**config.mk**
```make
export PLATFORM = sky130hd
export DESIGN_NAME = inv_ark_column_feeder
export DESIGN_NICKNAME = d
export VERILOG_FILES = /design/src/rtl/inv_ark_column_feeder.sv
export SDC_FILE = /design/constraint.sdc
export NUM_CORES = 1
export LEC_CHECK = 0
export ABC_CLOCK_PERIOD_IN_PS = 2950
export BUFFER_PORTS_ARGS = -buffer_cell sky130_fd_sc_hd__buf_2
export CORE_UTILIZATION = 42
export DETAILED_ROUTE_END_ITERATION = 7
export PLACE_DENSITY = 0.83
export SLEW_MARGIN = 10
export SYNTH_ARGS = -nofsm -noshare
export SYNTH_HDL_FRONTEND = slang
export SYNTH_SLANG_ARGS = --single-unit
```
**constraint.sdc**
```tcl
create_clock -name clk -period 2.95 [get_ports clk]
set_clock_uncertainty 0.15 [all_clocks]
set_input_delay 0.1475 -clock clk [delete_from_list [all_inputs] [get_ports clk]]
set_output_delay 0.1475 -clock clk [all_outputs]
set_load 0.03 [all_outputs]
```
**src/rtl/inv_ark_column_feeder.sv**
```systemverilog
// rtl/inv_ark_column_feeder.sv - AES-256 decrypt AddRoundKey stage that streams state^key
// one 32-bit column per beat into InvMixColumns.
module inv_ark_column_feeder #(
  parameter int CNT_W = 16
) (
  input  logic             clk,
  input  logic             rst,
  input  logic             in_valid,
  output logic             in_ready,
  input  logic [127:0]     in_state,
  input  logic [127:0]     in_key,
  input  logic [3:0]       in_round,
  input  logic             in_skip_mix,
  output logic             out_valid,
  input  logic             out_ready,
  output logic [31:0]      out_col,
  output logic [1:0]       out_idx,
  output logic             out_last,
  output logic [3:0]       out_round,
  output logic             out_skip_mix,
  output logic [CNT_W-1:0] blk_count
);

  typedef enum logic {IDLE, SEND} state_t;

  state_t           state_q, state_d;
  logic [127:0]     data_q, data_d;
  logic [1:0]       idx_q, idx_d;
  logic [3:0]       round_q, round_d;
  logic             skip_q, skip_d;
  logic [CNT_W-1:0] cnt_q, cnt_d;
  logic             last_beat;
  logic             capture;
  logic [31:0]      col_sel;

  // in_ready reopens on the final accepted column so blocks chain with no bubble
  assign last_beat = (state_q == SEND) && (idx_q == 2'd3) && out_ready;
  assign in_ready  = (state_q == IDLE) || last_beat;
  assign capture   = in_valid && in_ready;

  always_comb begin
    state_d = state_q;
    data_d  = data_q;
    idx_d   = idx_q;
    round_d = round_q;
    skip_d  = skip_q;
    cnt_d   = cnt_q;
    if (last_beat) begin
      cnt_d   = cnt_q + CNT_W'(1);
      state_d = IDLE;
    end else if ((state_q == SEND) && out_ready) begin
      idx_d = idx_q + 2'd1;
    end
    if (capture) begin
      data_d  = in_state ^ in_key;
      round_d = in_round;
      skip_d  = in_skip_mix;
      idx_d   = 2'd0;
      state_d = SEND;
    end
  end

  always_ff @(posedge clk) begin
    if (rst) begin
      state_q <= IDLE;
      data_q  <= '0;
      idx_q   <= '0;
      round_q <= '0;
      skip_q  <= 1'b0;
      cnt_q   <= '0;
    end else begin
      state_q <= state_d;
      data_q  <= data_d;
      idx_q   <= idx_d;
      round_q <= round_d;
      skip_q  <= skip_d;
      cnt_q   <= cnt_d;
    end
  end

  always_comb begin
    col_sel = 32'd0;
    case (idx_q)
      2'd0: col_sel = data_q[127:96];
      2'd1: col_sel = data_q[95:64];
      2'd2: col_sel = data_q[63:32];
      2'd3: col_sel = data_q[31:0];
      default: col_sel = 32'd0;
    endcase
  end

  // Sideband is zeroed while idle so a stale column never leaks downstream
  assign out_valid    = (state_q == SEND);
  assign out_col      = out_valid ? col_sel : 32'd0;
  assign out_idx      = out_valid ? idx_q : 2'd0;
  assign out_last     = out_valid && (idx_q == 2'd3);
  assign out_round    = out_valid ? round_q : 4'd0;
  assign out_skip_mix = out_valid && skip_q;
  assign blk_count    = cnt_q;

endmodule

```
==> impl_metrics.tcl <==
set metrics [dict create \
    status "finished, final reports clean" \
    dieHeight_um 135 \
    synth-edff-count 0 \
    p_sw_w 0.00154 \
    clkPwrFrac_pct 35.5 \
    initial_core_util_pct 43.0 \
    met3_length_mm 2.15 \
    period_share_pct 92.6 \
    cts_tree "built" \
    nNetsFinal 1652 \
    synth-async-reset-ratio_pct 0 \
    reg2reg_depth 7 \
    io_buffers 322 \
    path_max_fanout 17 \
    slew_headroom_pct 62.5 \
    pin_count 323 \
    tightest_slew_ns 0.562 \
    hold_end "blk_count[2]$_SDFFE_PP0P_" \
    holdCritPathClass "in2reg" \
    area_growth_pct 65.6 \
    criticalPathCategory "reg2out" \
    final_cell_count_no_fill 1619 \
    rows 48 \
    dp.cells 1325 \
    hpwl_mm 14.1 \
    p_per_area_nw_per_um2 459 \
    end_kind "primary output" \
    hold_viol 0 \
    avgSynthCellArea_um2 8.90 \
    ys_seq_area_share_pct 40.9 \
    drive_gt1_share_pct 27.3 \
    clock_sinks 152 \
    cts_buffers 17 \
    start_kind "register" \
    fin_crit_ns 2.73 \
    grt_pass1_wl_mm 44.1 \
    cts.clk_slew.worst_paths_ns 0.06 \
    antenna_cells 0 \
    ys.flop_type "dfxtp_1" \
    rrSetupSlack_ns 0.37 \
    via_count 8771 \
    synth.distinct_cells 34 \
    grt_pass1_vias 9208 \
    drcViolationCount 0 \
    fmax_ghz 0.366 \
    drtAntennaViolNets 0 \
    die_area_um2 18300 \
    multi_input_area_um2 4060 \
    syn_inst 836 \
    layout_commonest_cell "buf_2" \
    place_congestion 0.829 \
    ys_seq_elements 152 \
    cts_buffer_depth 2 \
    dr.first_iter.drc_count 582 \
    setup_viol 0 \
    cp.arrival_ns 2.43 \
    top_layer_used "met4" \
    grt_max_degree 133 \
    netlist_area_um2 7440 \
    grt_setup_unrepaired "false" \
    dieWidth_um 135 \
    peakVddDrop_mv 0.386 \
    wl_met1_mm 10.2 \
    htree_levels 4 \
    cellLeakagePower_nw 5.11 \
    grt_antenna_before_repair 0 \
    synth_nets 1106 \
    final-seq-area_um2 3040 \
    rr_startpoint "idx_q[1]$_SDFFE_PP0P_" \
    ys_warn_count 0 \
    insertion_delay_ns 0.41 \
    firstDrtPassIters 6 \
    vias_per_cell 5.42 \
    placeableCoreArea_um2 17300 \
    p_sw_share_pct 27.3 \
    drv_slew 0 \
    share_comb_of_total_power_pct 23.8 \
    intPower_w 0.00411 \
    power_frac_seq_pct 40.7 \
    overflow 0 \
    tns_ns 0 \
    min_path_cells 2 \
    worstHoldStart "rst" \
    r2r_end "round_q[0]$_SDFFE_PP0P_" \
    wl_per_cell_um 17.5 \
    nFillCells 1105 \
    grt_usage_pct 31.0 \
    cp.required_ns 2.65 \
    layout_common_cells "321 x buf_2, 263 x dlygate4sd3_1, 152 x dfxtp_1" \
    cts-root-buf "clkbuf_16" \
    max-cap-violations 0 \
    routed_wl_mm 28.4 \
    wl_met2_mm 14.4 \
]
-- power groups by stage --
| stage | logic [W] | clock network (W) | registers (W) |
|---|---|---|---|
| CTS | 0.00126 | 0.00204 | 0.00229 |
| global route | 0.00144 | 0.00212 | 0.00231 |
| finish | 0.00134 | 0.00201 | 0.00230 |
| detailed placement | 0.000872 | 0 | 0.00233 |
| floorplan | 0.000550 | 0 | 0.00231 |
| global placement | 0.000855 | 0 | 0.00233 |
-- worst max-delay path by stage --
stage | startpoint | end | slack, ns | cells after the start
2_1_floorplan | out_valid$_SDFFE_PP0P_ | data_q[84]$_SDFFE_PP0P_ | 0.96 | 7
5_1_grt | idx_q[1]$_SDFFE_PP0P_ | out_col[24] | 0.09 | 7
3_3_place_gp | idx_q[1]$_SDFFE_PP0P_ | out_col[13] | 0.64 | 7
3_5_place_dp | idx_q[1]$_SDFFE_PP0P_ | out_col[15] | 0.57 | 7
4_1_cts | idx_q[1]$_SDFFE_PP0P_ | out_col[22] | 0.12 | 7
6_report | idx_q[1]$_SDFFE_PP0P_ | out_col[24] | 0.22 | 7
-- cells in the mapped netlist, drive strengths merged (3+ instances only) --
cell type,count,area [um2]
dfxtp,152,3040
nor2,140,526
xnor2,136,1190
a211oi,128,1010
nand2,46,173
and2,41,257
clkbuf,41,154
o21ai,33,165
a222oi,32,320
buf,28,189
a21oi,10,50.1
inv,6,22.5
nand3,6,30.0
ha,5,62.6
nand4,5,46.3
nor4,5,37.5
and3,3,18.8
nor3,3,15.0
xor2,3,26.3
-- timing repair --
action,CTS,global route
endpoints found under the hold margin,132,1
hold buffers,262,1
setup buffers,0,0
resized for setup,0,2
setup endpoints to repair,0,20
-- critical path: stages, from the launching register on --
cell      delay (ns)
dfxtp_1         0.43
inv_1           0.10
ha_2            0.32
buf_4           0.28
a222oi_1        0.36
o21ai_0         0.16
and2_1          0.18
buf_2           0.17
-- metal layers --
layer	vias up	global-route usage, %
met1	4068	31.8
met4	0	20.0
met2	516	55.4
met3	144	8.37
met5	-	0
li1	4043	-
-- cell families (layout without fill, tap and decap cells) --
logic type,Yosys count,in the layout,share of synthesized area [%]
compound gates,206,206,21.1
xor+xnor,139,139,16.4
fa+ha+maj,5,5,0.841
buf+inv,75,633,4.91
flops,152,152,40.9
mux,3,3,0.437
simple gates,256,256,15.5
-- state kept, by name (all words and copies together) (netlist names) --
name       flops
data_q       128
blk_count     16
round_q        4
idx_q          2
out_valid      1
skip_q         1
-- stage by stage --
stage,setup slack (ns),cell area (um2),utilization (%),hold WS (ns),power (W)
after floorplan,0.957,7440,-,0.127,0.00286
after global placement,0.640,9140,52.8,0.244,0.00318
after detailed placement,0.566,9140,52.8,0.251,0.00320
after CTS,0.116,12300,71.1,0.000646,0.00558
after global routing,0.0860,12300,71.2,0.0205,0.00587
final,0.218,12300,71.2,0.0250,0.00565
-- area by class of cell --
cell class | count | area share (%)
Inverter | 6 | 0.183
Tap cell | 225 | 2.29
Clock buffer | 19 | 3.51
Clock inverter | 12 | 0.853
Multi-Input combinational cell | 609 | 32.9
Timing Repair Buffer | 596 | 35.5
Sequential cell | 152 | 24.7
Note: power is estimated with default switching activity, not from simulation.
